$ cat src/rtl/lc3_pkg.sv
// Shared types for the LC-3 memory controller slice.
//   word_t      : 16-bit LC-3 machine word
//   mem_state_t : memory-access FSM states (IDLE, ACCESS, COMPLETE)
package lc3_pkg;

    typedef logic [15:0] word_t;

    typedef enum logic [1:0] {
        IDLE     = 2'd0,
        ACCESS   = 2'd1,
        COMPLETE = 2'd2
    } mem_state_t;

endpackage

$ cat src/rtl/lc3_mem_ctrl_if.sv
// Bundle of request, memory-bus, MDR and status signals around lc3_mem_ctrl.
//   master : the controller's view (drives req_ready, mem_*, mdr_*, done,
//            err_timeout, dbg_state)
//   slave  : the environment's view (control unit + memory model)
//
// Request handshake: a request transfers on a posedge where req_valid and
// req_ready are both 1. req_ready is 1 only in IDLE (and never during reset);
// req_valid seen while req_ready is 0 is ignored, nothing is queued.
interface lc3_mem_ctrl_if #(
    parameter int WIDTH = 16
);
    import lc3_pkg::*;

    logic             req_valid;
    logic             req_ready;
    logic             req_we;
    logic [WIDTH-1:0] req_addr;
    logic [WIDTH-1:0] req_wdata;
    logic             mem_en;
    logic             mem_we;
    logic [WIDTH-1:0] mem_addr;
    logic [WIDTH-1:0] mem_wdata;
    logic             mem_ack;
    logic [WIDTH-1:0] mem_rdata;
    logic             mdr_write_en;
    logic [WIDTH-1:0] mdr_data;
    logic             done;
    logic             err_timeout;
    mem_state_t       dbg_state;

    modport master (
        input  req_valid, req_we, req_addr, req_wdata, mem_ack, mem_rdata,
        output req_ready, mem_en, mem_we, mem_addr, mem_wdata,
               mdr_write_en, mdr_data, done, err_timeout, dbg_state
    );

    modport slave (
        output req_valid, req_we, req_addr, req_wdata, mem_ack, mem_rdata,
        input  req_ready, mem_en, mem_we, mem_addr, mem_wdata,
               mdr_write_en, mdr_data, done, err_timeout, dbg_state
    );

endinterface

$ cat src/rtl/lc3_mem_ctrl_reg.sv
// Generic load-enable register with asynchronous active-high clear.
//   clk, rst  : clock, async reset (q -> 0)
//   write_en  : load d on posedge
//   d, q      : data in / registered data out
module lc3_mem_ctrl_reg #(
    parameter int WIDTH = 16
) (
    input  logic             clk,
    input  logic             rst,
    input  logic             write_en,
    input  logic [WIDTH-1:0] d,
    output logic [WIDTH-1:0] q
);

    always_ff @(posedge clk or posedge rst) begin
        if (rst)           q <= '0;
        else if (write_en) q <= d;
    end

endmodule

$ cat src/rtl/lc3_mem_ctrl.sv
// LC-3 memory-access controller. Accepts one request in IDLE, latches
// address/data/direction, strobes memory until mem_ack or a timeout, then
// pulses done (qualified by err_timeout) for one cycle in COMPLETE.
//   clk, rst : clock, asynchronous active-high reset
//   bus      : lc3_mem_ctrl_if.master (request, memory, MDR, status, debug)
module lc3_mem_ctrl
    import lc3_pkg::*;
#(
    parameter int WIDTH   = 16,
    parameter int TIMEOUT = 15
) (
    input  logic               clk,
    input  logic               rst,
    lc3_mem_ctrl_if.master     bus
);

    localparam int CNT_W = $clog2(TIMEOUT + 1);
    localparam logic [CNT_W-1:0] CNT_LAST = CNT_W'(TIMEOUT - 1);

    mem_state_t       state;
    logic [CNT_W-1:0] cnt;
    logic             done_q;
    logic             err_q;
    logic             accept;
    logic             we_q;
    logic [WIDTH-1:0] addr_q;
    logic [WIDTH-1:0] wdata_q;
    logic             in_access;

    // State is already IDLE while rst is high; gating keeps ready low during reset.
    assign bus.req_ready = (state == IDLE) && !rst;
    assign accept        = bus.req_valid && bus.req_ready;
    assign in_access     = (state == ACCESS);

    lc3_mem_ctrl_reg #(.WIDTH(WIDTH)) u_addr_reg (
        .clk(clk), .rst(rst), .write_en(accept), .d(bus.req_addr), .q(addr_q)
    );

    lc3_mem_ctrl_reg #(.WIDTH(WIDTH)) u_wdata_reg (
        .clk(clk), .rst(rst), .write_en(accept), .d(bus.req_wdata), .q(wdata_q)
    );

    lc3_mem_ctrl_reg #(.WIDTH(1)) u_we_reg (
        .clk(clk), .rst(rst), .write_en(accept), .d(bus.req_we), .q(we_q)
    );

    always_ff @(posedge clk or posedge rst) begin
        if (rst) begin
            state  <= IDLE;
            cnt    <= '0;
            done_q <= 1'b0;
            err_q  <= 1'b0;
        end else begin
            case (state)
                IDLE: begin
                    done_q <= 1'b0;
                    err_q  <= 1'b0;
                    if (accept) begin
                        cnt   <= '0;
                        state <= ACCESS;
                    end
                end
                ACCESS: begin
                    // Ack is tested first so an ack in the last permitted
                    // cycle completes normally instead of timing out.
                    if (bus.mem_ack) begin
                        state  <= COMPLETE;
                        done_q <= 1'b1;
                        err_q  <= 1'b0;
                    end else if (cnt == CNT_LAST) begin
                        state  <= COMPLETE;
                        done_q <= 1'b1;
                        err_q  <= 1'b1;
                    end else begin
                        cnt <= cnt + CNT_W'(1);
                    end
                end
                COMPLETE: begin
                    state  <= IDLE;
                    done_q <= 1'b0;
                    err_q  <= 1'b0;
                end
                default: begin
                    state  <= IDLE;
                    done_q <= 1'b0;
                    err_q  <= 1'b0;
                end
            endcase
        end
    end

    assign bus.mem_en      = in_access;
    assign bus.mem_we      = in_access && we_q;
    assign bus.mem_addr    = addr_q;
    assign bus.mem_wdata   = wdata_q;
    assign bus.done        = done_q;
    assign bus.err_timeout = err_q;
    assign bus.dbg_state   = state;

    // The MDR captures on the same edge that ends ACCESS, so its enable must be
    // combinational with mem_ack; mdr_data is a straight pass-through.
    assign bus.mdr_write_en = in_access && bus.mem_ack && !we_q;
    assign bus.mdr_data     = bus.mem_rdata;

endmodule
$ cat src/flat_wrapper.sv
// flat-port wrapper written by rule: the top's interface ports become plain ports
module lc3_mem_ctrl_flat import lc3_pkg::*;
#(
    parameter int WIDTH   = 16,
    parameter int TIMEOUT = 15
)
  (clk, rst, bus_req_valid, bus_req_we, bus_req_addr, bus_req_wdata, bus_mem_ack, bus_mem_rdata, bus_req_ready, bus_mem_en, bus_mem_we, bus_mem_addr, bus_mem_wdata, bus_mdr_write_en, bus_mdr_data, bus_done, bus_err_timeout, bus_dbg_state);
  lc3_mem_ctrl_if #(.WIDTH(WIDTH)) bus_i ();
  input  logic clk;
  input  logic rst;
  input wire logic [$bits(bus_i.req_valid)-1:0] bus_req_valid;
  input wire logic [$bits(bus_i.req_we)-1:0] bus_req_we;
  input wire logic [$bits(bus_i.req_addr)-1:0] bus_req_addr;
  input wire logic [$bits(bus_i.req_wdata)-1:0] bus_req_wdata;
  input wire logic [$bits(bus_i.mem_ack)-1:0] bus_mem_ack;
  input wire logic [$bits(bus_i.mem_rdata)-1:0] bus_mem_rdata;
  output wire logic [$bits(bus_i.req_ready)-1:0] bus_req_ready;
  output wire logic [$bits(bus_i.mem_en)-1:0] bus_mem_en;
  output wire logic [$bits(bus_i.mem_we)-1:0] bus_mem_we;
  output wire logic [$bits(bus_i.mem_addr)-1:0] bus_mem_addr;
  output wire logic [$bits(bus_i.mem_wdata)-1:0] bus_mem_wdata;
  output wire logic [$bits(bus_i.mdr_write_en)-1:0] bus_mdr_write_en;
  output wire logic [$bits(bus_i.mdr_data)-1:0] bus_mdr_data;
  output wire logic [$bits(bus_i.done)-1:0] bus_done;
  output wire logic [$bits(bus_i.err_timeout)-1:0] bus_err_timeout;
  output wire logic [$bits(bus_i.dbg_state)-1:0] bus_dbg_state;
  assign bus_i.req_valid = bus_req_valid;
  assign bus_i.req_we = bus_req_we;
  assign bus_i.req_addr = bus_req_addr;
  assign bus_i.req_wdata = bus_req_wdata;
  assign bus_i.mem_ack = bus_mem_ack;
  assign bus_i.mem_rdata = bus_mem_rdata;
  assign bus_req_ready = bus_i.req_ready;
  assign bus_mem_en = bus_i.mem_en;
  assign bus_mem_we = bus_i.mem_we;
  assign bus_mem_addr = bus_i.mem_addr;
  assign bus_mem_wdata = bus_i.mem_wdata;
  assign bus_mdr_write_en = bus_i.mdr_write_en;
  assign bus_mdr_data = bus_i.mdr_data;
  assign bus_done = bus_i.done;
  assign bus_err_timeout = bus_i.err_timeout;
  assign bus_dbg_state = bus_i.dbg_state;
  lc3_mem_ctrl #(.WIDTH(WIDTH), .TIMEOUT(TIMEOUT)) u_core (.clk(clk), .rst(rst), .bus(bus_i));
endmodule
$ cat config.mk
export PLATFORM = sky130hd
export DESIGN_NAME = lc3_mem_ctrl_flat
export DESIGN_NICKNAME = d
export VERILOG_FILES = /design/src/rtl/lc3_pkg.sv /design/src/rtl/lc3_mem_ctrl_if.sv /design/src/rtl/lc3_mem_ctrl_reg.sv /design/src/rtl/lc3_mem_ctrl.sv /design/src/flat_wrapper.sv
export SDC_FILE = /design/constraint.sdc
export NUM_CORES = 1
export LEC_CHECK = 0
export ABC_CLOCK_PERIOD_IN_PS = 1450
export CORE_MARGIN = 8
export CORE_UTILIZATION = 33
export CTS_BUF_LIST = sky130_fd_sc_hd__clkbuf_8 sky130_fd_sc_hd__clkbuf_16
export DETAILED_ROUTE_END_ITERATION = 10
export GPL_TIMING_DRIVEN = 0
export HOLD_SLACK_MARGIN = 0.12
export PLACE_DENSITY = 0.76
export SYNTH_ARGS = -nofsm -noshare
export SYNTH_HDL_FRONTEND = slang
export SYNTH_SLANG_ARGS = --single-unit
$ cat constraint.sdc
create_clock -name clk -period 1.45 [get_ports clk]
set_input_delay 0.29 -clock clk [delete_from_list [all_inputs] [get_ports clk]]
set_output_delay 0.29 -clock clk [all_outputs]
set_load 0.01 [all_outputs]
Word level (Yosys, flattened, before mapping)
Cells that the tools add are included.
W data, S select, Z words.
{ "totals": {"register_bits": 41, "latch_bits": 0, "ramBits": 0, "rom_bits": 0, "input_bits": 53, "out_inout_bits": 56, "elab_cells": 38, "mem_count": 0} }
{ "op_classes": {"n_addsub": 1, "n_mul": 0, "n_div": 0, "magnitude_cmp": 0, "eq_ne": 6, "shift": 0, "n_mux": 13, "bitwise_logic": 0, "n_reduce_logical": 11} }
{ "ops": {"columns": ["cell", "count"], "rows": [
  ["$mux W4", 3],
  ["$pmux W4 S2", 1],
  ["$mux W2", 3],
  ["$logic_and A1 B1 Y1", 5],
  ["$mux W1", 5],
  ["$add A4 B1 Y4 const B", 1],
  ["$eq A4 B4 Y1 const B", 1],
  ["$ne A2 B2 Y1 const B", 2],
  ["$pmux W2 S2", 1],
  ["$reduce_and A4 Y1", 1],
  ["$ne A3 B3 Y1 const B", 1],
  ["$eq A2 B1 Y1 const B", 1],
  ["$logic_not A1 Y1", 2],
  ["$logic_not A2 Y1", 1],
  ["$ne A2 B1 Y1 const B", 1],
  ["$reduce_and A2 Y1", 1],
  ["$reduce_bool A2 Y1", 1]
]} }

Depth between registers and ports, before layout
Gate-level depths: netlist of run 1.
{ "depth": {"depth_word": 5, "mapped_depth": 5, "depth_no_buf": 5} }

By module
Synthesis of run 1 repeated with hierarchy kept, for this count alone.
{ "unflattened": {"hier_cells": 130, "hier_area_um2": 1893.1} }
{ "modules_own_cells": {"columns": ["mod", "instances", "cells_per_inst", "area_per_inst_um2", "seq_area_each_um2"], "rows": [
  ["lc3_mem_ctrl_reg (u_core.u_addr_reg ...)", 2, 35, 653.1, 400.4],
  ["lc3_mem_ctrl", 1, 57, 543.0, 200.2],
  ["lc3_mem_ctrl_reg (u_core.u_we_reg)", 1, 3, 43.8, 25.0]
]} }

Worst setup path after synthesis of run 1
Ideal clock, no wire load.
{ "synth_timing": {"kind": "register to register", "startpoint": "reg u_core.state[0], in the netlist u_core.bus.dbg_state[0]", "endpoint": "reg u_core.u_addr_reg.q[11]", "t_arrival_ns": 1.499, "t_required_ns": 1.325, "setup_slack_ns": -0.173, "stages_incl_launch_ff": 4, "path_buffers": 1, "synth_period_minus_slack_ns": 1.623, "path_cell_list": "dfrtp_1 nor4b_4 buf_6 mux2_2"} }
{ "synth_via": {"elab_chain_len": 3} }
{ "synth_lines": {"columns": ["item", "line_no", "rtl"], "rows": [
  ["from (decl)", "lc3_mem_ctrl.sv:20", "mem_state_t state;"],
  ["from (signal assigned)", "lc3_mem_ctrl.sv:49", "state <= IDLE;"],
  ["from (signal assigned)", "lc3_mem_ctrl.sv:60", "state <= ACCESS;"],
  ["from (signal assigned)", "lc3_mem_ctrl.sv:67", "state <= COMPLETE;"],
  ["$logic_not A2 Y1", "lc3_mem_ctrl.sv:31", "assign bus.req_ready = (state == IDLE) && !rst;"],
  ["$logic_and A1 B1 Y1", "lc3_mem_ctrl.sv:31", null],
  ["$logic_and A1 B1 Y1", "lc3_mem_ctrl.sv:32", "assign accept = bus.req_valid && bus.req_ready;"],
  ["to (signal assigned)", "lc3_mem_ctrl_reg.sv:16", "if (rst) q <= '0;"],
  ["to (signal assigned)", "lc3_mem_ctrl_reg.sv:17", "else if (write_en) q <= d;"],
  ["to (decl)", "lc3_mem_ctrl_reg.sv:12", "output logic [WIDTH-1:0] q"]
]} }
No other way between the ends.
A chain may end at the register's enable or synchronous reset.

Final worst setup path of run 1
{ "layout_timing": {"startpoint": "reg u_core.state[0], in the netlist u_core.bus.dbg_state[0]", "endpoint": "reg u_core.u_addr_reg.q[5]"} }
The elaborated chain is that of the path after synthesis.

==> metrics.txt, run 1 <==
# TYPE chip_impl_metric gauge
chip_impl_metric{name="globalRouteOverflowTotal",unit=""} 0
chip_impl_metric{name="first_pass_iters",unit=""} 3
chip_impl_metric{name="number_of_placed_instances_with_taps_included",unit=""} 291
chip_impl_info{name="post-synth-top-count-cell",value="dfrtp_1"} 1
chip_impl_metric{name="setup_violations",unit=""} 40
chip_impl_metric{name="io_pins",unit=""} 109
chip_impl_metric{name="antenna_found_initial",unit=""} 0
chip_impl_metric{name="leakage",unit="nW"} 1.46
chip_impl_metric{name="drcViolationCount",unit=""} 0
chip_impl_metric{name="non_filler_cells_in_the_finished_layout",unit=""} 313
chip_impl_metric{name="clock_path_buffers",unit=""} 2
chip_impl_metric{name="inserted_clock_buffers",unit=""} 5
chip_impl_metric{name="row_count",unit=""} 26
chip_impl_metric{name="postSynth.asyncResetShare",unit=""} 1.00
chip_impl_metric{name="finalClockSkew",unit="ns"} 0.00662
chip_impl_metric{name="place_area",unit="sq mm"} 0.00278
chip_impl_info{name="classification_of_the_worst_slack_hold_path",value="reg2reg"} 1
chip_impl_metric{name="final-max-slew-violation-count",unit=""} 0
chip_impl_metric{name="netlist_area",unit="sq mm"} 0.00177
chip_impl_metric{name="netlist_instances",unit=""} 129
chip_impl_metric{name="syn_area_per_cell",unit="sq um"} 13.7
chip_impl_metric{name="cts.hold.buffers_added",unit=""} 0
chip_impl_metric{name="synth_sequential_area_ratio",unit=""} 0.580
chip_impl_metric{name="final_area",unit="sq mm"} 0.00310
chip_impl_metric{name="antennaDiodeCount",unit=""} 0
chip_impl_metric{name="cts-htree-levels",unit=""} 2
chip_impl_metric{name="peakVddDrop",unit="uV"} 676
chip_impl_metric{name="detailedPlacementHpwl",unit="um"} 3650
chip_impl_metric{name="placeableCoreArea",unit="sq mm"} 0.00514
chip_impl_metric{name="critical_path_arrival",unit="ns"} 1.83
chip_impl_metric{name="critPathMaxFanout",unit=""} 9
chip_impl_metric{name="nNetsFinal",unit=""} 297
chip_impl_info{name="start_kind",value="flop"} 1
chip_impl_metric{name="power-per-cell-area",unit="mW/mm^2"} 1280
chip_impl_metric{name="cap_violations",unit=""} 0
chip_impl_metric{name="post-route-min-period",unit="ns"} 1.66
chip_impl_metric{name="post_syn_nets",unit=""} 184
chip_impl_info{name="worstSetupEndpointType",value="flop"} 1
chip_impl_metric{name="synth_largest_type_area_fraction",unit=""} 0.580
chip_impl_metric{name="finalWeightedCongestion",unit=""} 0.690
chip_impl_info{name="postSynth.topFlopCell",value="dfrtp_1"} 1
chip_impl_metric{name="critPathRequiredTime",unit="ns"} 1.62
chip_impl_info{name="status",value="finished, violations left"} 1
chip_impl_info{name="tritoncts",value="yes"} 1
chip_impl_metric{name="layout-area-overhead-vs-synth",unit="%"} 75.3
chip_impl_metric{name="max_slew.worst_pin.slew",unit="ns"} 0.870
chip_impl_metric{name="via_count",unit=""} 1377
chip_impl_metric{name="whs",unit="ns"} 0.489
chip_impl_metric{name="insertion_delay",unit="ns"} 0.29
chip_impl_info{name="failed_checks",value="setup timing"} 1
chip_impl_metric{name="port_buffers",unit=""} 92
chip_impl_metric{name="hold_violations",unit=""} 0
chip_impl_metric{name="achievable_clock_frequency",unit="GHz"} 0.602
chip_impl_metric{name="grt_use_total",unit=""} 0.124
chip_impl_metric{name="yosysWarnings",unit=""} 0
chip_impl_info{name="post_synth_most_frequent_cells",value="dfrtp_1, mux2_2, buf_4"} 1
chip_impl_info{name="ctsRootBufferMaster",value="clkbuf_8"} 1
chip_impl_metric{name="final.period_utilization",unit=""} 1.15
chip_impl_metric{name="chipHeight",unit="um"} 89.2
chip_impl_metric{name="clkSlewWorstSetupHoldPaths",unit="ns"} 0.08
chip_impl_metric{name="grt_first_pass_wirelength",unit="um"} 7460
chip_impl_metric{name="initial_core_utilization",unit=""} 0.344
chip_impl_metric{name="wl_per_cell",unit="um"} 16.3
chip_impl_info{name="post_synth_main_area_contributors",value="dfrtp_1, mux2_2, buf_4"} 1
chip_impl_metric{name="maximum_number_of_pins_on_one_net_before_global_route_repair",unit=""} 42
chip_impl_metric{name="setup_slack",unit="ns"} -0.211
chip_impl_metric{name="max_slew_margin",unit=""} 0.419
chip_impl_metric{name="totalNegativeSetupSlack",unit="ns"} -6.50
chip_impl_metric{name="drt-vias-per-instance",unit=""} 4.40
chip_impl_metric{name="postRouteAntennaNets",unit=""} 0
chip_impl_metric{name="dp_worst_setup_slack",unit="ns"} -0.772
chip_impl_metric{name="ys_ff_latch",unit=""} 41
chip_impl_metric{name="post_synth_num_cell_types",unit=""} 24
chip_impl_metric{name="edff_count_synth",unit=""} 0
chip_impl_metric{name="drt-total-wl",unit="um"} 5120
chip_impl_metric{name="post_route_cells_drive_above_1_share",unit=""} 0.370
chip_impl_metric{name="die_w",unit="um"} 89.2
chip_impl_metric{name="drt_iter0_markers",unit=""} 30
chip_impl_info{name="critPathKind",value="reg2reg"} 1
chip_impl_metric{name="design.die.area",unit="sq mm"} 0.00796
chip_impl_info{name="synth.largest_area_cell",value="dfrtp_1"} 1
chip_impl_metric{name="via_count_of_the_first_global_routing_pass",unit=""} 1457
chip_impl_info{name="unrepaired_setup_endpoints_after_global_routing",value="yes"} 1
chip_impl_metric{name="tritoncts_num_sinks",unit=""} 41
[path summary, 6_finish.rpt]
path	depth (start not counted)	slack, ns	to	start
hold / removal	1	0.49	u_core.u_addr_reg.q[8]	u_core.u_addr_reg.q[8]
min in group asynchronous	2	0.67	u_core.cnt[3]	rst
max in group asynchronous	2	0.19	u_core.bus.dbg_state[0]	rst
setup reg to reg	5	-0.21	u_core.u_addr_reg.q[5]	u_core.bus.dbg_state[0]
setup / recovery	5	-0.21	u_core.u_addr_reg.q[5]	u_core.bus.dbg_state[0]
hold reg to reg	1	0.49	u_core.u_addr_reg.q[8]	u_core.u_addr_reg.q[8]
[power by group]
| part | internal (mW) | switching, mW |
|---|---|---|
| clock | 0.555 | 0.392 |
| combinational | 0.871 | 0.555 |
| sequential | 1.44 | 0.159 |
[cell usage in the layout, fill, tap and decap left out, drive strengths merged, types with 2 or more instances in the layout]
master,netlist,layout
nand3,3,3
clkdlybuf4s50,0,52
and3,2,2
dfrtp,41,41
nand2,3,3
buf,19,38
clkbuf,0,7
ha,2,2
nor3,2,2
mux2,32,32
dlygate4sd2,0,34
nor2,6,6
inv,7,8
[per-layer routing]
metal | GRT usage | share of wire | vias to the layer above
li1 | - | - | 651
met1 | 0.134 | 0.38 | 658
met2 | 0.211 | 0.50 | 62
met3 | 0.0616 | 0.11 | 6
met4 | 0.0272 | 0.0068 | 0
met5 | 0 | 0 | -
[registers in the layout, summed over array words and instances, names as in the netlist]
signal,cells
u_core.bus.dbg_state,2
u_core.cnt,4
u_core.u_addr_reg.q,16
u_core.bus.err_timeout,1
u_core.u_we_reg.q,1
u_core.bus.done,1
u_core.u_wdata_reg.q,16
[final cells by class]
type / instances / area (sq um)
tap: 70 / 87.6
sequential: 41 / 1030
inverter: 7 / 26.3
multi-input combinational: 62 / 679
clock buffer: 6 / 82.6
fill: 463 / 2040
clock inverter: 2 / 33.8
timing repair buffer: 106 / 993
buffer: 19 / 170
[what timing repair did]
item / CTS / global route
endpoints found under the hold margin: 0 / 0
setup endpoints to repair: 78 / 43
resized for setup: 73 / 28
buffers inserted: 11 / 3
pin swaps: 4 / 1
cloned: 0 / 0
[kinds of logic after synthesis]
group	count (synthesis)	share of synthesized area
buffers and inverters	26	0.102
muxes	33	0.209
DFF	41	0.580
adders and majority gates	2	0.0141
AOI/OAI and AO/OA	5	0.0198
and+or+nand+nor	22	0.0750
[critical path: stages, from the launching register on]
cell and delay (ns):
dfrtp_2 0.43, buf_6 0.13, nor4b_4 0.29, buf_6 0.20
buf_8 0.16, mux2_2 0.33
[through the flow]
step	power, mW	util
after floorplan	2.20	-
after global placement	2.99	0.541
after detailed placement	3.03	0.541
after CTS	3.90	0.579
after global routing	4.21	0.603
final	3.97	0.603
(Power assumes the default switching activity.)
==> inputs of run 2 (changes only) <==
--- a/config.mk
+++ b/config.mk
@@ -12,6 +12,7 @@
 export DETAILED_ROUTE_END_ITERATION = 10
 export GPL_TIMING_DRIVEN = 0
 export HOLD_SLACK_MARGIN = 0.12
+export MAX_ROUTING_LAYER = met4
 export PLACE_DENSITY = 0.76
 export SYNTH_ARGS = -nofsm -noshare
 export SYNTH_HDL_FRONTEND = slang
==> run 2 against run 1 <==
The run still ends with setup timing left. Via count increased by 0.44%. Clock power hardly changed. Final cell count unchanged. Register-to-register slack about the same. Combinational power is essentially flat. Critical path depth did not move. Non-clock buffer count is the same. Global-route usage up 0.37 points. Hold slack barely moved.
==> metrics.txt, run 2 (synthesis gave the netlist of run 1 again) <==
# TYPE chip_impl_metric gauge
chip_impl_info{name="status",value="finished, violations left"} 1
chip_impl_info{name="failed_checks",value="setup timing"} 1
chip_impl_metric{name="worstPathBufferInverterCount",unit=""} 3
chip_impl_metric{name="clock_path_buffers",unit=""} 2
chip_impl_metric{name="final-max-slew-violation-count",unit=""} 0
chip_impl_metric{name="achievable_clock_frequency",unit="GHz"} 0.603
chip_impl_metric{name="dp_worst_setup_slack",unit="ns"} -0.772
chip_impl_metric{name="antennaDiodeCount",unit=""} 0
chip_impl_metric{name="first_pass_iters",unit=""} 3
chip_impl_info{name="unrepaired_setup_endpoints_after_global_routing",value="yes"} 1
chip_impl_metric{name="chipHeight",unit="um"} 89.2
chip_impl_metric{name="number_of_placed_instances_with_taps_included",unit=""} 291
chip_impl_metric{name="max_slew.worst_pin.slew",unit="ns"} 0.867
chip_impl_metric{name="non_filler_cells_in_the_finished_layout",unit=""} 313
chip_impl_metric{name="critPathRequiredTime",unit="ns"} 1.62
chip_impl_metric{name="row_count",unit=""} 26
chip_impl_metric{name="totalPowerFinal",unit="mW"} 3.97
chip_impl_metric{name="postRouteAntennaNets",unit=""} 0
chip_impl_info{name="critPathKind",value="reg2reg"} 1
chip_impl_info{name="classification_of_the_worst_slack_hold_path",value="reg2reg"} 1
chip_impl_metric{name="power_frac_seq",unit=""} 0.403
chip_impl_metric{name="cts-htree-levels",unit=""} 2
chip_impl_metric{name="tritoncts_num_sinks",unit=""} 41
chip_impl_metric{name="post-route-min-period",unit="ns"} 1.66
chip_impl_metric{name="drt_iter0_markers",unit=""} 29
chip_impl_metric{name="fillerInstances",unit=""} 463
chip_impl_metric{name="layout-area-overhead-vs-synth",unit="%"} 75.3
chip_impl_metric{name="setup_violations",unit=""} 40
chip_impl_metric{name="leakage",unit="nW"} 1.46
chip_impl_metric{name="wl_per_cell",unit="um"} 16.3
chip_impl_metric{name="post_route_cells_drive_above_1_share",unit=""} 0.370
chip_impl_metric{name="setup_slack",unit="ns"} -0.208
chip_impl_metric{name="drt-total-wl",unit="um"} 5090
chip_impl_metric{name="design.die.area",unit="sq mm"} 0.00796
chip_impl_info{name="top_regs",value="u_core.u_addr_reg.q: 16 flops, u_core.u_wdata_reg.q: 16 flops, u_core.cnt: 4 flops"} 1
chip_impl_metric{name="detailedPlacementHpwl",unit="um"} 3650
chip_impl_metric{name="nNetsFinal",unit=""} 297
chip_impl_metric{name="max_slew_margin",unit=""} 0.421
chip_impl_info{name="critical_path.cell_chain",value="buf_6 -> nor4b_4 -> buf_6 -> buf_8 -> mux2_2"} 1
chip_impl_info{name="crit_path_top_delay_cell",value="dfrtp_2"} 1
chip_impl_info{name="final_common_cell",value="clkdlybuf4s50_1"} 1
chip_impl_metric{name="port_buffers",unit=""} 92
chip_impl_metric{name="net-switching-power",unit="mW"} 1.10
chip_impl_metric{name="cap_violations",unit=""} 0
chip_impl_metric{name="drcViolationCount",unit=""} 0
chip_impl_metric{name="via_count_of_the_first_global_routing_pass",unit=""} 1462
chip_impl_metric{name="clkSlewWorstSetupHoldPaths",unit="ns"} 0.08
chip_impl_metric{name="critical_path_arrival",unit="ns"} 1.83
chip_impl_metric{name="final.period_utilization",unit=""} 1.14
chip_impl_metric{name="cts.hold.buffers_added",unit=""} 0
chip_impl_metric{name="switching_share",unit=""} 0.278
chip_impl_metric{name="insertion_delay",unit="ns"} 0.29
chip_impl_metric{name="hold_violations",unit=""} 0
chip_impl_metric{name="globalRouteOverflowTotal",unit=""} 0
chip_impl_metric{name="maximum_number_of_pins_on_one_net_before_global_route_repair",unit=""} 42
chip_impl_metric{name="critPathMaxFanout",unit=""} 9
chip_impl_metric{name="peakVddDrop",unit="uV"} 676
chip_impl_metric{name="pwr-share-comb",unit=""} 0.358
chip_impl_metric{name="worst_path_largest_cell_delay",unit="ns"} 0.43
chip_impl_metric{name="die_w",unit="um"} 89.2
chip_impl_info{name="most-common-layout-cells",value="clkdlybuf4s50_1, dfrtp_1, dlygate4sd2_1, buf_4, mux2_4"} 1
chip_impl_metric{name="grt_use_total",unit=""} 0.127
chip_impl_metric{name="via_count",unit=""} 1383
chip_impl_metric{name="antenna_found_initial",unit=""} 0
chip_impl_metric{name="finalWeightedCongestion",unit=""} 0.698
chip_impl_metric{name="io_pins",unit=""} 109
chip_impl_info{name="critical-path-top-delay-family",value="buffers and inverters"} 1
chip_impl_metric{name="placeableCoreArea",unit="sq mm"} 0.00514
chip_impl_metric{name="p_int",unit="mW"} 2.87
chip_impl_info{name="start_kind",value="flop"} 1
chip_impl_info{name="worstSetupEndpointType",value="flop"} 1
chip_impl_metric{name="clock_power_share",unit=""} 0.239
chip_impl_metric{name="whs",unit="ns"} 0.489
chip_impl_metric{name="inserted_clock_buffers",unit=""} 5
chip_impl_metric{name="drt-vias-per-instance",unit=""} 4.42
chip_impl_metric{name="initial_core_utilization",unit=""} 0.344
chip_impl_info{name="ctsRootBufferMaster",value="clkbuf_8"} 1
chip_impl_info{name="crit_top_cell",value="buf_6"} 1
chip_impl_info{name="tritoncts",value="yes"} 1
chip_impl_metric{name="power-per-cell-area",unit="mW/mm^2"} 1280
chip_impl_metric{name="grt_first_pass_wirelength",unit="um"} 7450
chip_impl_metric{name="finalClockSkew",unit="ns"} 0.00651
run 2: cell counts in the layout (fill, tap and decap cells not counted):
No cell type changed its count.
run 2: routing by layer:
metal  vias to the layer above  GRT usage  wire length [um]  share of wire
li1                        651          -                 -              -
met1                       663      0.144              2050           0.40
met2                        62      0.211              2560           0.50
met3                         7     0.0469               440          0.086
met4                         0     0.0272                37         0.0073
met5                         -          -                 0              0
run 2: final timing paths:
kind	from	endpoint	slack [ns]	cells after the start
setup / recovery	u_core.bus.dbg_state[0]	u_core.u_addr_reg.q[5]	-0.21	5
hold / removal	u_core.u_addr_reg.q[8]	u_core.u_addr_reg.q[8]	0.49	1
setup reg to reg	u_core.bus.dbg_state[0]	u_core.u_addr_reg.q[5]	-0.21	5
hold reg to reg	u_core.u_addr_reg.q[8]	u_core.u_addr_reg.q[8]	0.49	1
max in group asynchronous	rst	u_core.bus.dbg_state[0]	0.19	2
min in group asynchronous	rst	u_core.cnt[3]	0.67	2
run 2: area by class of cell:
class	instances	area, sq um	area share
Tap cell	70	87.6	0.0282
Clock inverter	2	33.8	0.0109
Clock buffer	6	82.6	0.0266
Sequential cell	41	1030	0.332
Inverter	7	26.3	0.00847
Multi-Input combinational cell	62	679	0.219
Buffer	19	170	0.0549
Timing Repair Buffer	106	993	0.320
run 2: power by group through the flow:
stage          logic (mW)  clock network (mW)  registers [mW]
3_5_place_dp         1.39                   0            1.64
2_1_floorplan       0.445                   0            1.75
4_1_cts              1.32               0.978            1.60
3_3_place_gp         1.37                   0            1.62
6_report             1.42               0.948            1.60
5_1_grt              1.54                1.03            1.65
run 2: what timing repair did:
item,4_1_cts,5_1_grt
setup buffers,11,3
setup endpoints to repair,78,43
cloned,0,0
pin swaps,4,1
resized for setup,73,28
run 2: through the flow:
step / cell area (sq um) / setup TNS, ns / utilization
global placement: 2780 / -62.25 / 0.541
floorplan: 1770 / -3.82 / -
detailed placement: 2780 / -32.15 / 0.541
finish: 3100 / -6.37 / 0.603
CTS: 2970 / -5.56 / 0.579
global route: 3100 / -8.39 / 0.603
